--- src/rtl/fu_broadcast_arbiter.sv ---
// Round-robin arbiter that collects functional-unit results into a broadcast FIFO
// and drains the FIFO onto the common data bus, one entry per cycle.
module fu_broadcast_arbiter #(
    parameter int NUM_FU     = 4,
    parameter int DATA_WIDTH = 32,
    parameter int TAG_WIDTH  = 7,
    parameter int DEPTH      = 8
) (
    input  logic                         clk,
    input  logic                         rst,
    input  logic [NUM_FU-1:0]            fu_done,
    input  logic [NUM_FU*DATA_WIDTH-1:0] fu_result,
    input  logic [NUM_FU*TAG_WIDTH-1:0]  fu_tag,
    output logic [NUM_FU-1:0]            fu_queued,
    output logic                         cdb_valid,
    output logic [TAG_WIDTH-1:0]         cdb_tag,
    output logic [DATA_WIDTH-1:0]        cdb_data,
    input  logic                         cdb_stall,
    output logic [$clog2(DEPTH):0]       count,
    output logic                         full,
    output logic                         empty
);

    localparam int PW = $clog2(DEPTH);
    localparam int CW = PW + 1;
    localparam int GW = $clog2(NUM_FU);
    localparam int EW = TAG_WIDTH + DATA_WIDTH;

    logic [GW-1:0] rr_ptr;
    logic [GW-1:0] grant_idx;
    logic          grant_any;
    logic [PW-1:0] head;
    logic [PW-1:0] tail;
    logic [CW-1:0] count_q;
    logic [EW-1:0] mem [DEPTH];
    logic [EW-1:0] push_entry;
    logic          push;
    logic          pop;

    assign count     = count_q;
    assign full      = (count_q == CW'(DEPTH));
    assign empty     = (count_q == '0);
    assign cdb_valid = ~empty;
    assign cdb_tag   = mem[head][EW-1:DATA_WIDTH];
    assign cdb_data  = mem[head][DATA_WIDTH-1:0];

    // A full FIFO refuses pushes even when a pop is pending, so the grant never depends on cdb_stall.
    always_comb begin
        int idx;
        idx       = 0;
        grant_any = 1'b0;
        grant_idx = '0;
        fu_queued = '0;
        if (rst && !full) begin
            for (int k = 0; k < NUM_FU; k++) begin
                idx = (int'(rr_ptr) + k) % NUM_FU;
                if (fu_done[idx] && !grant_any) begin
                    grant_any = 1'b1;
                    grant_idx = GW'(idx);
                end
            end
            fu_queued[grant_idx] = grant_any;
        end
    end

    assign push       = grant_any;
    assign pop        = cdb_valid & ~cdb_stall;
    assign push_entry = {fu_tag[grant_idx*TAG_WIDTH +: TAG_WIDTH],
                         fu_result[grant_idx*DATA_WIDTH +: DATA_WIDTH]};

    always_ff @(posedge clk or negedge rst) begin
        if (!rst) begin
            head    <= '0;
            tail    <= '0;
            count_q <= '0;
            rr_ptr  <= '0;
        end else begin
            if (push) begin
                tail   <= tail + PW'(1);
                rr_ptr <= (grant_idx == GW'(NUM_FU - 1)) ? '0 : grant_idx + GW'(1);
            end
            if (pop) begin
                head <= head + PW'(1);
            end
            case ({push, pop})
                2'b10:   count_q <= count_q + CW'(1);
                2'b01:   count_q <= count_q - CW'(1);
                default: count_q <= count_q;
            endcase
        end
    end

    // Storage is not reset; the count alone decides which slots hold live entries.
    always_ff @(posedge clk) begin
        if (push) begin
            mem[tail] <= push_entry;
        end
    end

endmodule

--- config.mk ---
export PLATFORM = sky130hd
export DESIGN_NAME = fu_broadcast_arbiter
export DESIGN_NICKNAME = d
export VERILOG_FILES = /design/src/rtl/fu_broadcast_arbiter.sv
export SDC_FILE = /design/constraint.sdc
export NUM_CORES = 1
export LEC_CHECK = 0
export CORE_MARGIN = 3
export CORE_UTILIZATION = 55
export CTS_CLUSTER_SIZE = 14
export DETAILED_ROUTE_END_ITERATION = 10
export GPL_TIMING_DRIVEN = 0
export PLACE_DENSITY = 0.88
export SYNTH_ARGS = -nofsm -noshare
export SYNTH_HDL_FRONTEND = slang
export SYNTH_SLANG_ARGS = --single-unit
export TNS_END_PERCENT = 5
--- constraint.sdc ---
create_clock -name clk -period 16 [get_ports clk]
set_clock_uncertainty 0.1 [all_clocks]
set_input_delay 3.2 -clock clk [delete_from_list [all_inputs] [get_ports clk]]
set_output_delay 3.2 -clock clk [all_outputs]
set_load 0.005 [all_outputs]
* After elaboration in Yosys (flattened, before gate mapping)
Memories as Yosys holds them, arrays and structs flattened.
Index checks and enable logic that the tools add are counted.
** Operators by class
- Bitwise logic cells :: 7
- Multipliers :: 1
- Mux-type cells :: 33
- Reductions and logical operators :: 14
- Equality and inequality tests :: 4
- Shift operators :: 2
- Add/subtract/negate cells :: 8
- Magnitude comparators :: 6
** Operators by type and width (number)
- indexed part select 128 x 8 -> 32 bit :: 1
- indexed part select 28 x 6 -> 7 bit :: 1
- two-way mux 1 bit :: 19
- two-way mux 2 bit :: 7
- less-than comparator 3 x 4 -> 1 bit, second input constant :: 3
- binary-select mux 1 bit (select 2 bit) :: 4
- one-hot mux 4 bit (2 select lines) :: 1
- adder 3 x 1 -> 3 bit, second input constant :: 2
- less-than comparator 2 x 3 -> 1 bit, second input constant :: 2
- OR reduction 2 bit :: 3
- logical AND 1 bit :: 5
- multiplier 2 x 3 -> 5 bit, second input constant :: 1
- adder 2 x 1 -> 2 bit, second input constant :: 2
- adder 2 bit, second input constant :: 2
- adder 4 x 1 -> 4 bit, second input constant :: 1
- AND 4 bit :: 1
- equality test 2 bit, second input constant :: 2
- equality test 4 bit, second input constant :: 1
- logical NOT 1 bit :: 4
- logical NOT 4 bit :: 1
- two-way mux 4 bit :: 1
- subtractor 4 x 1 -> 4 bit, second input constant :: 1
- AND 1 bit, first input constant :: 3
- demux 1 bit (select 2 bit) :: 1
- other kinds (5) :: 6
** Storage, ports and cells
- RAM bits :: 312
- Word-level logic and storage cells :: 80
- Output and inout bits :: 50
- Bits of input ports :: 163
- Register bits :: 12
- Memories :: 1
** Memory list
- mem :: depth 8, width 39, rd ports 1, clocked after Yosys merged registers in 0, write ports 1, line 35 : logic [EW-1:0] mem [DEPTH];

* Depth between registers and ports, before layout
Gate-level depths: netlist of the first run.
- Word-level depth :: 23
- Gate-level depth with buffers :: 11
- Gate-level depth less buffers :: 10

* Least setup slack after synthesis of the first run
No wires, ideal clock.
- Path type :: input-to-reg
- From :: input port rst
- To :: memory mem[0][0] in the netlist's numbering (enable)
- Buffers on the path :: 1
- Setup slack :: 7.878 ns
- Arrival :: 7.490 ns
- Data required time :: 15.368 ns
- Library setup time :: 0.532 ns
- Cell stages on the path :: 5
- Path through :: inv_1 nor3_4 inv_1 buf_2 nor4_1
** On the way
- Cells in the longest elaborated chain, start to end :: 4
** RTL lines
- start: declaration :: line 10 : input logic rst,
- logical AND 1 bit :: line 54 : if (rst && !full) begin
- two-way mux 1 bit :: line 54
- two-way mux 1 bit :: line 95 : if (push) begin
- two-way mux 1 bit (implied by the code) :: line 96 : mem[tail] <= push_entry;
- end: declaration :: line 35
No other way between the ends.

* Final worst setup path of the first run
- From :: input port rst
- To :: output port fu_queued[3]
** On the way
- Cells in the longest elaborated chain, start to end :: 2
** RTL lines
- logical AND 1 bit :: line 54
- two-way mux 4 bit :: line 54
- end: declaration :: line 14 : output logic [NUM_FU-1:0] fu_queued,
No other way between the ends.

==> results of run 1 <==
==> per-stage QoR <==
| stage | instance area, sq um | setup slack [ns] |
|---|---|---|
| 6_report | 17700 | 6.91 |
| 4_1_cts | 17700 | 6.90 |
| 3_5_place_dp | 16700 | 6.91 |
| 5_1_grt | 17700 | 6.73 |
| 2_1_floorplan | 13800 | 7.88 |
| 3_3_place_gp | 16300 | 3.50 |
==> cell usage after synthesis (2+ instances only) <==
cell type / instances / share of area
sky130_fd_sc_hd__nand2_1: 10 / 0.0027
sky130_fd_sc_hd__a21oi_1: 4 / 0.0014
sky130_fd_sc_hd__buf_12: 4 / 0.0058
sky130_fd_sc_hd__nand2b_1: 3 / 0.0014
sky130_fd_sc_hd__inv_1: 7 / 0.0019
sky130_fd_sc_hd__dfrtp_1: 12 / 0.022
sky130_fd_sc_hd__buf_2: 13 / 0.0047
sky130_fd_sc_hd__clkbuf_1: 12 / 0.0033
sky130_fd_sc_hd__edfxtp_1: 312 / 0.68
sky130_fd_sc_hd__buf_6: 2 / 0.0016
sky130_fd_sc_hd__buf_8: 4 / 0.0043
sky130_fd_sc_hd__mux4_2: 78 / 0.13
sky130_fd_sc_hd__mux2i_1: 118 / 0.086
sky130_fd_sc_hd__xor2_1: 3 / 0.0019
sky130_fd_sc_hd__mux2_2: 41 / 0.033
sky130_fd_sc_hd__nor3_1: 5 / 0.0018
sky130_fd_sc_hd__nor2_1: 8 / 0.0022
sky130_fd_sc_hd__xnor2_1: 5 / 0.0032
sky130_fd_sc_hd__nor4_1: 3 / 0.0014
sky130_fd_sc_hd__ha_1: 5 / 0.0045
==> final cells by class <==
class                   count  area (sq um)
plain buffers              36           280
clock buffers              38           802
clock inverters            16           174
fillers                  1407          6800
inverters                   7          26.3
multi-input cells         297          3880
flip-flops and latches    324          9670
well taps                 324           405
repair buffers            238          2430
==> sequential cells by signal, indices dropped and copies added (netlist names) <==
name,flops
mem,312
rr_ptr,2
count,4
head,3
tail,3
==> cells by family (layout without fill, tap and decap cells) <==
family	count (synthesis)	after routing
AO/OA/AOI/OAI	10	10
XOR/XNOR	8	8
adder cells (fa/ha/maj)	6	6
buffers and inverters	43	335
flip-flops	324	324
multiplexers	237	237
AND/OR/NAND/NOR	36	36
==> layer usage <==
| metal | wire length, microns | vias to the layer above | global-route usage |
|---|---|---|---|
| li1 | - | 3268 | - |
| met1 | 11800 | 3841 | 0.319 |
| met2 | 16800 | 411 | 0.421 |
| met3 | 3300 | 67 | 0.0632 |
| met4 | 941 | 0 | 0.0793 |
| met5 | 0 | - | 0 |
==> cell usage in the layout (no fill, tap or decap), types with 2 or more instances in the layout <==
cell | synthesis | layout
sky130_fd_sc_hd__buf_12 | 4 | 7
sky130_fd_sc_hd__nor2_1 | 8 | 5
sky130_fd_sc_hd__xor2_1 | 3 | 3
sky130_fd_sc_hd__clkbuf_16 | 0 | 31
sky130_fd_sc_hd__nor4_1 | 3 | 2
sky130_fd_sc_hd__mux2_2 | 41 | 41
sky130_fd_sc_hd__mux4_2 | 78 | 78
sky130_fd_sc_hd__buf_2 | 13 | 13
sky130_fd_sc_hd__a21oi_1 | 4 | 4
sky130_fd_sc_hd__xnor2_1 | 5 | 5
sky130_fd_sc_hd__ha_1 | 5 | 5
sky130_fd_sc_hd__clkinv_2 | 0 | 4
sky130_fd_sc_hd__dfrtp_1 | 12 | 12
sky130_fd_sc_hd__edfxtp_1 | 312 | 312
sky130_fd_sc_hd__nor3_2 | 0 | 4
sky130_fd_sc_hd__mux2i_1 | 118 | 118
sky130_fd_sc_hd__buf_4 | 1 | 7
sky130_fd_sc_hd__bufinv_16 | 0 | 4
sky130_fd_sc_hd__clkbuf_1 | 12 | 19
sky130_fd_sc_hd__clkdlybuf4s50_1 | 0 | 212
sky130_fd_sc_hd__buf_8 | 4 | 6
sky130_fd_sc_hd__nand2b_1 | 3 | 3
sky130_fd_sc_hd__buf_6 | 2 | 17
sky130_fd_sc_hd__clkinv_1 | 0 | 7
sky130_fd_sc_hd__inv_1 | 7 | 7
sky130_fd_sc_hd__nor2_4 | 0 | 3
sky130_fd_sc_hd__nand2_1 | 10 | 10
==> power by group through the flow <==
stage	sequential [uW]	combinational [uW]	clock (uW)
detailed placement	1220	1200	0
global placement	1220	1130	0
finish	1200	1210	706
CTS	1200	1220	713
global route	1210	1290	749
floorplan	1210	695	0
==> worst max-delay path, cell delays in order <==
cell and delay, ns:
sky130_fd_sc_hd__clkdlybuf4s50_1 0.92, sky130_fd_sc_hd__inv_1 0.17, sky130_fd_sc_hd__nor3_4 0.34, sky130_fd_sc_hd__nand4_2 0.13, sky130_fd_sc_hd__buf_6 0.20, sky130_fd_sc_hd__buf_8 0.18
sky130_fd_sc_hd__nor2_1 0.11, sky130_fd_sc_hd__clkdlybuf4s50_1 0.53
==> worst max path at each step <==
stage | start | to | slack (ns) | cells past startpoint
after floorplan | rst | mem[0][0] | 7.88 | 5
final | rst | fu_queued[3] | 6.91 | 8
after CTS | rst | fu_queued[3] | 6.90 | 8
after global placement | rst | mem[0][22] | 3.50 | 6
after detailed placement | rst | fu_queued[3] | 6.91 | 8
after global routing | rst | fu_queued[3] | 6.73 | 8
==> results.md, run 1 <==
* Diodes inserted at 0
* Synthesized area divided by synthesized cell count at a little over 20 sq um
* Worst reg2reg startpoint: count[0]
* Tightest slew margin relative to the limit at 0.389
* Total overflow reported by the global router at 0
* Post-detailed-route count of antenna-violating nets at 0
* Routability congestion estimate at 0.758
* Number of nets in the finished design at between 1,000 and 1,500
* Resized Gates After CTS at 0
* Cell area power density at 176 nW/um^2
* Horiz. Die Dim at 164 microns
* Combinational family with the most area after synthesis: multiplexers
* Largest net degree at the start of global routing at 26
* Die Outline Area at 27,000 sq um
* Switching Share at 0.297
* Comb power frac at 0.387
* Part of the power in the clock network at 0.227
* Post-synthesis register bit count at 324
* R2R cell count at 8
* Starting DRT DRC Count at a little over 700
* Count of endpoints failing hold in the final timing report at 0
* Area growth from synthesis to final layout at 27.9%
* Upper clock frequency limit at roughly 110 MHz
* Total standard cell area after synthesis at roughly 14,000 sq um
* Clock Tree Root: sky130_fd_sc_hd__clkbuf_16
* Max-cap viol count at 0
* Critical path launch point type: input pin
* Required time at the endpoint of the critical path at 12.70 ns
* Primary flip-flop cell chosen by synthesis mapping: sky130_fd_sc_hd__edfxtp_1
* Mean routed wirelength per cell at 25.6 microns
* Sequential area share after synthesis at 0.700
* Part of the power in registers at 0.387
* Reg2Reg Setup Slack at 12.89 ns
* Unrepaired setup endpoints after global routing: false
* Setup violators final at 0
* Quantity of I/O buffers inserted on ports at 212
* Number of H-tree levels at 1
* Longest Clk Path Bufs at 3
* TritonCTS Buffers at 30
* Worst slew pin tran at 0.909 ns
* Overall power after layout at 3120 uW
* Post-synthesis xor/xnor area fraction at 0.00507
* Clk sink count at ~320
* Routed Wire Length at 32,800 microns
* Vias in the first global route at 8,150
* Initial standard-cell utilization of the core at 0.565
* Mapped Cells at 664
* Number of standard cells in the layout, taps in and fillers out at 1,280
* Capture instance of the worst register-to-register path: mem[0][22]
* Die Span Y at 164 microns
* DRC violation count after routing at 0
* Vias at 7,587
* Fin crit period at about 9 ns
* Post-DP HPWL at 21,200 microns
* EDFF count, synth at 312
* Launch instance of the worst min-delay path: count[3]
* Post-layout util at 0.722
* Std-Cell Core Area at 24,500 sq um
* Post-synth net total at 833
* Total number of placement rows at 57
* CTS Hold Bufs at 0
* Critical path fanouts, max at 13
* Standby leakage power at around 0.0062 uW
* Final number of max-transition violations at 0
* Global-route wire length before repair at 48,900 microns
* Total instance count after detailed placement at 1,226
* Cell depth of the worst min-delay path at 1
* Min-delay worst type: flip-flop to flip-flop
* Synth cell types at 35
* Critical path type: input pin to primary output
* Post-Synth Simple-Gate Area at 0.0152
* Clock tree from TritonCTS: done
* Peak supply drop at 122 uV
* Initial antenna violation count at 0
* Worst-skew pair later-pin latency at 0.55 ns
* CTS clk-pin slew, worst paths at 0.06 ns
* Buffers inserted during post-CTS setup optimization at 0
* Fraction of final layout cells with drive strength greater than 1 at 0.233
* Tot GR Track Use at 0.249
* Arrival time at the worst endpoint at ~5.8 ns
* Internal power consumption at between 2000 and 2500 uW
* Number of placed I/O pins at 213
* Min-Delay Endpoint: count[3]
* Share of the synthesized area in compound gates (AO/OA/AOI/OAI) at 0.00516
* Critical Path Sink Type: primary output
* Status: finished, final reports clean
* Period utilization at 0.568
* Switching power summed over all nets at 924 uW
* Total iterations of the first detailed-routing run at 5
* Count of synthesis-stage warnings from yosys at 0
* Post-Route Hold Slack at approximately 0.50 ns
* Proportion of register bits with asynchronous set or reset after synthesis at 0.0370
* Vias per cell at about 6
* Adder-cell area share of the yosys netlist at 0.00598
* Fraction of synthesized area in multiplexers at 0.246
* Setup TNS at 0 ns
Note: power is estimated with default switching activity, not from simulation.
==> run 2, diff against run 1 <==
Settings changed: CORE_UTILIZATION 55 to 54, PLACE_DENSITY 0.88 to 0.87.
Clock period 16 ns to 9 ns, I/O delays scaled along.
==> results.md, run 2 (synthesized netlist as in run 1, its figures left out) <==
* Number of nets in the finished design at 1,103 (unchanged)
* Setup violators final at 0 (unchanged)
* Largest Register: mem
* Critical-path top delay cell: sky130_fd_sc_hd__clkdlybuf4s50_1
* Die Span Y at 166 microns (+0.89%)
* Fill cells at 1,469 (+4.4%)
* Count of endpoints failing hold in the final timing report at 0 (unchanged)
* Buffers inserted during post-CTS setup optimization at 0 (unchanged)
* Critical Path Sink Type: primary output
* Post-layout util at 0.718 (-0.00418)
* Routability congestion estimate at 0.801 (+5.7%)
* Most common cell type on the critical path: sky130_fd_sc_hd__clkdlybuf4s50_1
* Most used cells in the layout excluding fill and tap cells: 312 x sky130_fd_sc_hd__edfxtp_1, 212 x sky130_fd_sc_hd__clkdlybuf4s50_1, 118 x sky130_fd_sc_hd__mux2i_1
* Max-cap viol count at 0 (unchanged)
* Fin crit period at 6.22 ns
* Clock Tree Root: sky130_fd_sc_hd__clkbuf_16
* Quantity of I/O buffers inserted on ports at 212 (unchanged)
* Vias at 7,757 (+2.2%)
* Total number of placement rows at 57 (unchanged)
* Number of standard cells in the layout, taps in and fillers out at 1,282 (+0.16%)
* Clock tree from TritonCTS: done
* Die Outline Area at 27,500 sq um (+1.8%)
* Critical path launch point type: input pin
* DRC violation count after routing at 0 (unchanged)
* Vias in the first global route at 8,398 (+3.0%)
* Global-route wire length before repair at 52,100 microns (+6.4%)
* Delay contributed by the slowest stage of the critical path at 0.93 ns (about the same)
* Final number of max-transition violations at 0 (unchanged)
* CTS Hold Bufs at 0 (unchanged)
* Arrival time at the worst endpoint at 4.32 ns (-1.47 ns)
* Worst-skew pair later-pin latency at 0.54 ns (about the same)
* Standby leakage power at 0.00629 uW (+0.90%)
* Std-Cell Core Area at 24,700 sq um (+1.2%)
* Post-detailed-route count of antenna-violating nets at 0 (unchanged)
* Starting DRT DRC Count at 843 (+19%)
* Number of placed I/O pins at 213 (unchanged)
* Diodes inserted at 0 (unchanged)
* Fraction of final layout cells with drive strength greater than 1 at 0.243 (+0.00995)
* Total iterations of the first detailed-routing run at 5 (unchanged)
* Cell-by-cell trace of the critical path: clkdlybuf4s50_1, inv_1, nor3_4, nand4_2, buf_6, buf_8, nor2_1, clkdlybuf4s50_1
* Cell area power density at 318 nW/um^2 (+80%)
* Initial antenna violation count at 0 (unchanged)
* Horiz. Die Dim at 166 microns (+0.89%)
* Delay-heaviest family, CP: buffers and inverters
* Buffers and inverters on the worst path at 5 (unchanged)
* Unrepaired setup endpoints after global routing: false
* Clk sink count at 324 (unchanged)
* Routed Wire Length at 34,800 microns (+6.2%)
* Resized Gates After CTS at 0 (unchanged)
* Vias per cell at 6.05 (+2.1%)
* Period utilization at 0.691
* Mean routed wirelength per cell at 27.2 microns (+6.0%)
* Critical path type: input pin to primary output
* Worst slew pin tran at 1.06 ns (+0.148 ns)
* Min-delay worst type: flip-flop to flip-flop
* Most common cell after layout, fill and taps aside: sky130_fd_sc_hd__edfxtp_1
* Initial standard-cell utilization of the core at 0.558 (-0.00651)
* Upper clock frequency limit at 161 MHz
* Post-Route Hold Slack at 0.433 ns (-0.0707 ns)
* Longest Clk Path Bufs at 3 (unchanged)
* TritonCTS Buffers at 30 (unchanged)
* CTS clk-pin slew, worst paths at 0.06 ns (about the same)
* Tightest slew margin relative to the limit at 0.291 (-0.0977)
* Peak supply drop at 194 uV (+58%)
* Largest net degree at the start of global routing at 26 (unchanged)
* Total overflow reported by the global router at 0 (unchanged)
* Number of H-tree levels at 1 (unchanged)
* Flip-flop count of the largest register after layout at 312 (unchanged)
* Status: finished, final reports clean
* Post-DP HPWL at 22,500 microns (+6.0%)
* Critical path fanouts, max at 13 (unchanged)
* Total instance count after detailed placement at 1,226 (unchanged)
* Tot GR Track Use at 0.250 (+0.000986)
* Area growth from synthesis to final layout at 28.7%
* Required time at the endpoint of the critical path at 7.10 ns (-5.60 ns)
## run 2: cell count changes in the layout (fill, tap and decap cells not counted)
cell / before / now
sky130_fd_sc_hd__clkbuf_8: 0 / 11
sky130_fd_sc_hd__bufinv_16: 4 / 3
sky130_fd_sc_hd__clkinv_1: 7 / 1
sky130_fd_sc_hd__buf_6: 17 / 16
sky130_fd_sc_hd__buf_8: 6 / 8
sky130_fd_sc_hd__buf_4: 7 / 6
sky130_fd_sc_hd__clkbuf_1: 19 / 17
## run 2: path summary, 6_finish.rpt
kind / slack, ns / startpoint / to / cells past startpoint
max: 2.78 / rst / fu_queued[3] / 8
min: 0.43 / count[3] / count[3] / 1
max reg2reg: 6.10 / count[0] / mem[6][21] / 7
min reg2reg: 0.43 / count[3] / count[3] / 1
max in group asynchronous: 6.77 / rst / head[1] / 1
min in group asynchronous: 1.58 / rst / count[0] / 1
## run 2: metrics by stage
| stage | setup slack, ns | instance area, sq um | TNS, ns | power, uW |
|---|---|---|---|---|
| finish | 2.78 | 17800 | 0 | 5650 |
| floorplan | 2.28 | 13800 | 0 | 3380 |
| global route | 2.59 | 17800 | 0 | 5860 |
| CTS | 2.75 | 17800 | 0 | 5680 |
| detailed placement | 2.76 | 16700 | 0 | 4320 |
| global placement | -2.42 | 16300 | -153.16 | 4210 |
## run 2: power breakdown
group | switching, uW | total [uW] | internal (uW)
Sequential | 98.9 | 2150 | 2050
Clock | 527 | 1330 | 804
Combinational | 1060 | 2180 | 1120
## run 2: area by class of cell
| type | instances | area (sq um) | area share |
|---|---|---|---|
| inverter | 7 | 26.3 | 0.00148 |
| clock buffer | 47 | 946 | 0.0532 |
| buffer | 36 | 280 | 0.0158 |
| timing repair buffer | 238 | 2440 | 0.137 |
| tap | 324 | 405 | 0.0228 |
| multi-input combinational | 297 | 3880 | 0.219 |
| clock inverter | 9 | 121 | 0.00683 |
| sequential | 324 | 9670 | 0.544 |
## run 2: layer usage
metal / vias up / wire, microns / track usage / share of wire
met5: - / 0 / 0 / 0
met4: 0 / 894 / 0.0676 / 0.026
met3: 69 / 3670 / 0.0581 / 0.11
met2: 504 / 17500 / 0.413 / 0.50
met1: 3904 / 12800 / 0.339 / 0.37
li1: 3280 / - / - / -
